<file path="src/rtl/fifo_pkg.sv">
// fifo_pkg: default sizing for the single-clock FWFT FIFO.
//   FIFO_DSIZE - default data word width
//   FIFO_ASIZE - default address width
//   FIFO_DEPTH - derived default depth (2**FIFO_ASIZE)
package fifo_pkg;
    localparam int FIFO_DSIZE = 8;
    localparam int FIFO_ASIZE = 3;
    localparam int FIFO_DEPTH = 1 << FIFO_ASIZE;
endpackage

</file>
<file path="src/rtl/fifo_if.sv">
// fifo_if: producer/consumer handshake bundle for the FIFO.
//   winc/wdata   - write request and data (producer -> FIFO)
//   rinc         - read request (consumer -> FIFO)
//   rdata        - head entry, valid while rempty is low
//   wfull/rempty - registered status flags
// slave modport is the FIFO side, master is the user side.
interface fifo_if
    import fifo_pkg::*;
#(
    parameter int DSIZE = FIFO_DSIZE
);
    logic             winc;
    logic [DSIZE-1:0] wdata;
    logic             rinc;
    logic [DSIZE-1:0] rdata;
    logic             wfull;
    logic             rempty;

    modport slave  (input winc, wdata, rinc, output rdata, wfull, rempty);
    modport master (output winc, wdata, rinc, input rdata, wfull, rempty);
endinterface

</file>
<file path="src/rtl/fifo_mem.sv">
// fifo_mem: 2**ASIZE x DSIZE register array.
//   clk    - write clock
//   wclken - write enable, samples wdata into mem[waddr] on rising edge
//   waddr  - write address
//   wdata  - write data
//   raddr  - read address
//   rdata  - combinational read of mem[raddr]
// Contents are intentionally not reset.
module fifo_mem
    import fifo_pkg::*;
#(
    parameter int DSIZE = FIFO_DSIZE,
    parameter int ASIZE = FIFO_ASIZE
) (
    input  logic             clk,
    input  logic             wclken,
    input  logic [ASIZE-1:0] waddr,
    input  logic [DSIZE-1:0] wdata,
    input  logic [ASIZE-1:0] raddr,
    output logic [DSIZE-1:0] rdata
);
    localparam int DEPTH = 1 << ASIZE;

    logic [DSIZE-1:0] mem_q [DEPTH];

    always_ff @(posedge clk) begin
        if (wclken) mem_q[waddr] <= wdata;
    end

    assign rdata = mem_q[raddr];
endmodule

</file>
<file path="src/rtl/fifo.sv">
// fifo: single-clock first-word-fall-through FIFO.
//   clk - clock, all state changes on rising edge
//   rst - asynchronous active-high reset (pointers to 0, empty, not full)
//   bus - fifo_if slave: winc/wdata/rinc in, rdata/wfull/rempty out
// Pointers carry one extra wrap bit so full and empty are distinguishable.
// Flags are registered from the next-state pointers, so they track
// occupancy in the same cycle the pointers move.
module fifo
    import fifo_pkg::*;
#(
    parameter int DSIZE = FIFO_DSIZE,
    parameter int ASIZE = FIFO_ASIZE
) (
    input  logic  clk,
    input  logic  rst,
    fifo_if.slave bus
);
    logic [ASIZE:0]   wptr_q, wptr_d;
    logic [ASIZE:0]   rptr_q, rptr_d;
    logic             wfull_q, wfull_d;
    logic             rempty_q, rempty_d;
    logic             wen, ren;
    logic [DSIZE-1:0] rdata;

    always_comb begin
        // Registered flags gate the requests, even when the opposite
        // side is active in the same cycle.
        wen      = bus.winc && !wfull_q;
        ren      = bus.rinc && !rempty_q;
        wptr_d   = wptr_q + (ASIZE+1)'(wen);
        rptr_d   = rptr_q + (ASIZE+1)'(ren);
        rempty_d = (wptr_d == rptr_d);
        // Full: same slot, opposite lap.
        wfull_d  = (wptr_d == {~rptr_d[ASIZE], rptr_d[ASIZE-1:0]});
    end

    always_ff @(posedge clk or posedge rst) begin
        if (rst) begin
            wptr_q   <= '0;
            rptr_q   <= '0;
            wfull_q  <= 1'b0;
            rempty_q <= 1'b1;
        end else begin
            wptr_q   <= wptr_d;
            rptr_q   <= rptr_d;
            wfull_q  <= wfull_d;
            rempty_q <= rempty_d;
        end
    end

    fifo_mem #(
        .DSIZE(DSIZE),
        .ASIZE(ASIZE)
    ) u_mem (
        .clk   (clk),
        .wclken(wen),
        .waddr (wptr_q[ASIZE-1:0]),
        .wdata (bus.wdata),
        .raddr (rptr_q[ASIZE-1:0]),
        .rdata (rdata)
    );

    assign bus.rdata  = rdata;
    assign bus.wfull  = wfull_q;
    assign bus.rempty = rempty_q;
endmodule

</file>
<file path="src/flat_wrapper.sv">
// flat-port wrapper written by rule: the top's interface ports become plain ports
module fifo_flat import fifo_pkg::*;
#(
    parameter int DSIZE = FIFO_DSIZE,
    parameter int ASIZE = FIFO_ASIZE
)
  (clk, rst, bus_winc, bus_wdata, bus_rinc, bus_rdata, bus_wfull, bus_rempty);
  fifo_if #(.DSIZE(DSIZE)) bus_i ();
  input  logic clk;
  input  logic rst;
  input wire logic [$bits(bus_i.winc)-1:0] bus_winc;
  input wire logic [$bits(bus_i.wdata)-1:0] bus_wdata;
  input wire logic [$bits(bus_i.rinc)-1:0] bus_rinc;
  output wire logic [$bits(bus_i.rdata)-1:0] bus_rdata;
  output wire logic [$bits(bus_i.wfull)-1:0] bus_wfull;
  output wire logic [$bits(bus_i.rempty)-1:0] bus_rempty;
  assign bus_i.winc = bus_winc;
  assign bus_i.wdata = bus_wdata;
  assign bus_i.rinc = bus_rinc;
  assign bus_rdata = bus_i.rdata;
  assign bus_wfull = bus_i.wfull;
  assign bus_rempty = bus_i.rempty;
  fifo #(.DSIZE(DSIZE), .ASIZE(ASIZE)) u_core (.clk(clk), .rst(rst), .bus(bus_i));
endmodule
</file>
<file path="config.mk">
export PLATFORM = sky130hd
export DESIGN_NAME = fifo_flat
export DESIGN_NICKNAME = d
export VERILOG_FILES = /design/src/rtl/fifo_pkg.sv /design/src/rtl/fifo_if.sv /design/src/rtl/fifo_mem.sv /design/src/rtl/fifo.sv /design/src/flat_wrapper.sv
export SDC_FILE = /design/constraint.sdc
export NUM_CORES = 1
export LEC_CHECK = 0
export ABC_AREA = 1
export CORE_UTILIZATION = 29
export CTS_BUF_LIST = sky130_fd_sc_hd__clkbuf_8
export DETAILED_ROUTE_END_ITERATION = 7
export PLACE_DENSITY_LB_ADDON = 0.05
export SYNTH_ARGS = -nofsm -noshare
export SYNTH_HDL_FRONTEND = slang
export SYNTH_HIERARCHICAL = 1
export SYNTH_SLANG_ARGS = --single-unit
</file>
<file path="constraint.sdc">
create_clock -name clk -period 3.55 [get_ports clk]
set_clock_uncertainty 0.1 [all_clocks]
set_input_delay 1.065 -clock clk [delete_from_list [all_inputs] [get_ports clk]]
set_output_delay 1.065 -clock clk [all_outputs]
set_load 0.02 [all_outputs]
</file>
==> summary.md, run 1 <==
| Metric | Value |
|---|---|
| Kind of end point of the critical path | `primary output` |
| Chip height | `approximately 110 µm` |
| FMAX | `between 300 and 400 MHz` |
| Hold WS | `0.456 ns` |
| Count of cell types in the netlist | `16` |
| Yosys Warn Count | `6` |
| CTS Root Buffer Type | `clkbuf_8` |
| Required time worst endpoint | `~2.4 ns` |
| Via density | `approximately 4.3` |
| Worst-Skew Late Latency | `around 0.34 ns` |
| Cell count after placement | `532` |
| R2R Setup Slk | `1.67 ns` |
| DRC Markers | `2` |
| Worst Path Class, Setup | `register to primary output` |
| Sequential share of the synthesized area | `roughly 63%` |
| Final Max Slew Viols | `0` |
| Most frequent CP cell | `nand2_1` |
| H-tree Lvls | `3` |
| Initial antenna violation count | `0` |
| Share of layout cells above drive strength 1 | `slightly above 9%` |
| Resize count post-CTS | `1` |
| Worst VDD drop | `approximately 0.31 mV` |
| Starting Density | `between 20% and 30%` |
| Gp weighted congestion | `0.768` |
| Synthesis-to-finish area growth | `17.8%` |
| #FFs+latches synth | `between 70 and 80` |
| CTS tree | `built` |
| # diodes | `0` |
| PnR worst setup slack | `approximately 0.24 ns` |
| Initial DRC Count | `~110` |
| Core box area | `about 12000 µm²` |
| RSZ-0062 raised after global routing | `no` |
| Max_slew headroom | `a little over two thirds` |
| HP Class | `register to register` |
| PwrDens | `about 800 nW/µm²` |
| Synthesized instance count | `approximately 370` |
| Crit path to | `bus_rdata[1]` |
| Total gr overflow | `0` |
| WP buf/inv | `2` |
| Clk slew on worst S/H paths | `0.07 ns` |
| Final hold violation count | `0` |
| CP delay by family, top | `buffers and inverters` |
| Initial DRT Pass Iterations | `6` |
| I/O pins | `22` |
| WL per Instance | `roughly 14 µm` |
| Final nets | `416` |
| Crit path cell chain | `buf_4, nand2_1, nand3_1, nand2_1, nand2_1, nand2_1, clkdlybuf4s50_1` |
| Largest stage delay, worst path | `0.61 ns` |
| Clock Path Buffers | `2` |
| Worst-path fanout max | `19` |
| Hold Buf Count CTS | `0` |
| Worst Setup Start Kind | `register` |
| Worst R2R End | `u_core/bus.wfull$_DFF_PP0_` |
| FF-to-FF Start | `u_core/rptr_q[0]$_DFF_PP0_` |
| Largest net degree at the start of global routing | `33` |
| MaxCap Viol Count | `0` |
| FP Rows | `39` |
| Post-Syn Area | `3440 µm²` |
| Mean Syn Cell Area | `between 9 and 10 µm²` |
| Port bufs | `21` |
| Tmin final | `roughly 3.3 ns` |
| CTS Buf Count | `9` |
| CP Launch Point | `u_core/rptr_q[0]$_DFF_PP0_` |
| Synthesized Nets | `~380` |
| First-pass GRT wire length | `12500 µm` |
| Setup TNS | `0 ns` |
| Crit path DAT | `2.14 ns` |
| Post-DP HPWL | `roughly 5000 µm` |
| LEAKAGE | `between 1.5 and 2 nW` |
| Postcts setup bufs | `0` |
| Period utilization | `just over 90%` |
| Worst slack, placed | `between 0.2 and 0.3 ns` |
| Die width | `roughly 110 µm` |
| Setup violators final | `0` |
| Critical path's slowest cell | `clkdlybuf4s50_1` |
| Die area | `about 12000 µm²` |
| Antenna viol nets, final | `0` |
| Violated checks | `design-rule violations` |
| Total track usage | `around 14%` |
| Final Non-Filler Cells | `about 550` |
| Worst Tran Pin Value | `0.447 ns` |
| FF-to-FF path depth | `8` |
| Vias in the first global route | `around 2300` |
| Final WL | `~7800 µm` |
| Commonest non-fill, non-tap cells in the layout | `nand2_1, inv_1, edfxtp_1, nand3_1, clkdlybuf4s50_1` |
| Critical path depth | `7` |
| Most common cell after layout, fill and taps aside | `nand2_1` |
| Status | `finished, violations left` |
| Clock sinks | `74` |
| Routed via count | `around 2300` |
==> flip-flops by register name, summed over array words and instances (netlist names) <==
| signal | cells |
|---|---|
| u_core/u_mem/mem_q | 64 |
| u_core/rptr_q | 4 |
| u_core/wptr_q | 4 |
| u_core/bus.rempty | 1 |
| u_core/bus.wfull | 1 |
==> cells in the mapped netlist <==
cell type	count	area share (%)
dfrtp_1	9	6.5
nand2_1	136	15
nand4_1	4	0.73
nor2_1	15	1.6
inv_2	1	0.11
dfstp_2	1	0.76
buf_2	2	0.29
buf_6	6	2.0
nand2_2	6	1.1
inv_1	80	8.7
buf_4	3	0.65
ha_1	4	1.5
nand3_2	1	0.29
inv_4	1	0.18
nand3_1	34	4.9
edfxtp_1	64	56
==> layer usage <==
layer	up-vias	GRT usage [%]	wire length (µm)
met3	8	3.39	334
met1	1087	17.3	3590
met2	49	23.0	3720
li1	1195	-	-
met4	0	5.94	119
met5	-	0	0
==> where the power goes <==
group,total (mW),leakage (nW),internal (mW),switching [mW]
combinational,1.34,1.08,0.493,0.845
sequential,1.22,0.700,1.11,0.113
clock,0.761,0.118,0.460,0.301
total,3.32,1.90,2.06,1.26
==> stage by stage <==
step	util [%]	area, µm²	power (mW)
2_1_floorplan	-	3440	2.17
3_5_place_dp	33.2	3820	2.60
3_3_place_gp	33.2	3820	2.60
5_1_grt	35.2	4060	3.59
6_report	35.2	4060	3.32
4_1_cts	35.2	4060	3.39
==> cell type report <==
| cell class | instances | area [µm²] |
|---|---|---|
| well taps | 143 | 179 |
| flip-flops and latches | 74 | 2180 |
| multi-input cells | 200 | 860 |
| clock buffers | 9 | 124 |
| fillers | 1211 | 7460 |
| repair buffers | 33 | 300 |
| clock inverters | 7 | 108 |
| inverters | 82 | 310 |
==> worst min-delay path, delay by kind of cell (launching register included) <==
family / cells / cell delay (ns)
flops: 1 / 0.36
simple gates: 2 / 0.16
==> cell families after synthesis <==
group,Yosys count,share of synthesized area (%)
adders and majority gates,4,1.45
buffers and inverters,93,11.9
and+or+nand+nor,196,23.5
DFF,74,63.1
==> worst min-delay path by stage <==
| stage | from | end | depth (start not counted) |
|---|---|---|---|
| final | u_core/wptr_q[3]$_DFF_PP0_ | u_core/wptr_q[3]$_DFF_PP0_ | 2 |
| after floorplan | u_core/wptr_q[3]$_DFF_PP0_ | u_core/wptr_q[3]$_DFF_PP0_ | 2 |
| after global placement | u_core/rptr_q[3]$_DFF_PP0_ | u_core/rptr_q[3]$_DFF_PP0_ | 2 |
| after detailed placement | u_core/wptr_q[3]$_DFF_PP0_ | u_core/wptr_q[3]$_DFF_PP0_ | 2 |
| after CTS | u_core/wptr_q[3]$_DFF_PP0_ | u_core/wptr_q[3]$_DFF_PP0_ | 2 |
| after global routing | u_core/rptr_q[3]$_DFF_PP0_ | u_core/rptr_q[3]$_DFF_PP0_ | 2 |
Note: power is estimated with default switching activity, not from simulation.
==> run 2: changes to the inputs <==
--- a/config.mk
+++ b/config.mk
@@ -6,7 +6,7 @@
 export NUM_CORES = 1
 export LEC_CHECK = 0
 export ABC_AREA = 1
-export CORE_UTILIZATION = 29
+export CORE_UTILIZATION = 40
 export CTS_BUF_LIST = sky130_fd_sc_hd__clkbuf_8
 export DETAILED_ROUTE_END_ITERATION = 7
 export PLACE_DENSITY_LB_ADDON = 0.05
@@ -14,3 +14,4 @@
 export SYNTH_HDL_FRONTEND = slang
 export SYNTH_HIERARCHICAL = 1
 export SYNTH_SLANG_ARGS = --single-unit
+export TNS_END_PERCENT = 20
==> summary.md, run 2 (synthesis gave the netlist of run 1 again) <==
| Metric | Value |
|---|---|
| Worst VDD drop | `~0.35 mV` |
| Most common cell after layout, fill and taps aside | `nand2_1` |
| Worst-path fanout max | `16` |
| Worst R2R End | `u_core/bus.wfull$_DFF_PP0_` |
| WL per Instance | `about 14 µm` |
| First-pass GRT wire length | `approximately 12000 µm` |
| Starting Density | `a little over two fifths` |
| HP Class | `register to register` |
| Die area | `approximately 9000 µm²` |
| Commonest non-fill, non-tap cells in the layout | `nand2_1, inv_1, edfxtp_1, nand3_1, clkdlybuf4s50_1` |
| PwrDens | `798 nW/µm²` |
| Antenna viol nets, final | `0` |
| Resize count post-CTS | `0` |
| Postcts setup bufs | `0` |
| Max_slew headroom | `between 60 and 70%` |
| Clock power share | `a little under a fifth` |
| Grt peak-use layer | `met2` |
| Hold Buf Count CTS | `0` |
| Clock sinks | `between 70 and 80` |
| Hold Path End | `u_core/rptr_q[3]$_DFF_PP0_` |
| Final Max Slew Viols | `0` |
| I/O pins | `22` |
| Final hold violation count | `0` |
| Net Sw Frac | `approximately two fifths` |
| Setup TNS | `0 ns` |
| GR Util met1 | `roughly a quarter` |
| Final WL | `just over 7000 µm` |
| Port bufs | `21` |
| Worst slack, placed | `between 0.5 and 0.6 ns` |
| Die width | `94.8 µm` |
| Final Non-Filler Cells | `about 500` |
| Number of cells on the worst hold path | `2` |
| PnR worst setup slack | `approximately 0.21 ns` |
| Largest Register | `u_core/u_mem/mem_q` |
| Required time worst endpoint | `2.38 ns` |
| Kind of end point of the critical path | `primary output` |
| Initial DRC Count | `just under 80` |
| Crit path DAT | `between 2 and 2.5 ns` |
| Share of layout cells above drive strength 1 | `under 10%` |
| Internal power | `~1.9 mW` |
| Combinational power share | `a little over two fifths` |
| FF-to-FF path depth | `9` |
| Chip height | `about 95 µm` |
| Final nets | `roughly 420` |
| Post-DP HPWL | `4680 µm` |
| Worst-Skew Late Latency | `between 0.3 and 0.4 ns` |
| Max reg flops | `64` |
| Largest net degree at the start of global routing | `33` |
| Cell count after placement | `between 400 and 500` |
| Clock Path Buffers | `2` |
| Total gr overflow | `0` |
| Setup violators final | `0` |
| Gp weighted congestion | `0.715` |
| Flop pwr share | `roughly 38%` |
| Initial DRT Pass Iterations | `4` |
| Clk slew on worst S/H paths | `roughly 0.070 ns` |
| Total track usage | `18.3%` |
| Hold WS | `0.458 ns` |
| Routed via count | `2317` |
| FF-to-FF Start | `u_core/rptr_q[0]$_DFF_PP0_` |
| Vias in the first global route | `roughly 2200` |
| RSZ-0062 raised after global routing | `no` |
| Worst Setup Start Kind | `register` |
| # diodes | `0` |
| H-tree Lvls | `3` |
| Period utilization | `94.1%` |
| Met2 usage | `a little under a third` |
| Met3 usage in global routing | `under 10%` |
| FMAX | `299 MHz` |
| DRC Markers | `0` |
| Worst Path Class, Setup | `register to primary output` |
| Hold path startpoint | `u_core/rptr_q[3]$_DFF_PP0_` |
| CTS Root Buffer Type | `clkbuf_8` |
| Tmin final | `approximately 3.3 ns` |
| Switching Power | `~1.2 mW` |
| Status | `complete, no violations` |
| CTS Buf Count | `9` |
| Synthesis-to-finish area growth | `15.2%` |
| CTS tree | `built` |
| Via density | `4.53` |
| Worst Tran Pin Value | `approximately 0.56 ns` |
| Biggest regs | `u_core/u_mem/mem_q (64), u_core/rptr_q (4), u_core/wptr_q (4)` |
| R2R Setup Slk | `roughly 1.6 ns` |
| Initial antenna violation count | `0` |
| FP Rows | `33` |
| LEAKAGE | `around 1.9 nW` |
| MaxCap Viol Count | `0` |
| Core box area | `about 8300 µm²` |
-- run 2: changes by cell type in the layout (fill, tap and decap cells not counted) --
| cell | previous run | this run |
|---|---|---|
| buf_4 | 12 | 14 |
| bufinv_16 | 3 | 1 |
| clkinv_2 | 2 | 1 |
| dfrtp_1 | 8 | 9 |
| dfrtp_4 | 1 | 0 |
| inv_1 | 80 | 83 |
-- run 2: per-layer routing --
metal	share of wire, %	vias to the layer above
met5	0	-
met4	0.87	0
met3	2.8	6
met2	48	29
met1	48	1082
li1	-	1200
-- run 2: area by class of cell --
class	instances	area, µm²
clock buffers	9	124
inverters	82	310
clock inverters	7	53.8
multi-input cells	200	860
flip-flops and latches	74	2170
well taps	105	131
fillers	816	4290
repair buffers	35	315
-- run 2: through the flow --
| stage | power, mW | cell area, µm² | util [%] |
|---|---|---|---|
| floorplan | 2.17 | 3440 | - |
| global placement | 2.58 | 3790 | 45.9 |
| detailed placement | 2.59 | 3790 | 45.9 |
| CTS | 3.20 | 3970 | 48.0 |
| global route | 3.42 | 3970 | 48.0 |
| finish | 3.17 | 3970 | 48.0 |
-- run 2: how the worst max path moves through the flow --
stage | start | end | slack, ns | cells past startpoint
final | u_core/rptr_q[1]$_DFF_PP0_ | bus_rdata[7] | 0.21 | 6
after global routing | u_core/rptr_q[1]$_DFF_PP0_ | bus_rdata[1] | 0.05 | 6
after CTS | u_core/rptr_q[1]$_DFF_PP0_ | bus_rdata[7] | 0.20 | 6
after detailed placement | bus_winc | u_core/u_mem/mem_q[6][5]$_DFFE_PP_ | 0.56 | 6
after global placement | u_core/rptr_q[1]$_DFF_PP0_ | bus_rdata[7] | 0.56 | 6
after floorplan | bus_winc | u_core/bus.rempty$_DFF_PP1_ | 1.30 | 9
-- run 2: worst max-delay path, stage by stage (launching register included) --
cell	delay, ns
dfrtp_1	0.54
inv_2	0.36
nand3_1	0.13
nand2_1	0.07
nand2_1	0.05
nand2_1	0.09
clkdlybuf4s50_1	0.59
-- run 2: power groups by stage --
stage          Sequential [mW]  Combinational (mW)  Clock (mW)
2_1_floorplan             1.19               0.977           0
3_3_place_gp              1.22                1.37           0
3_5_place_dp              1.22                1.37           0
4_1_cts                   1.20                1.38       0.624
5_1_grt                   1.22                1.54       0.662
6_report                  1.20                1.36       0.609
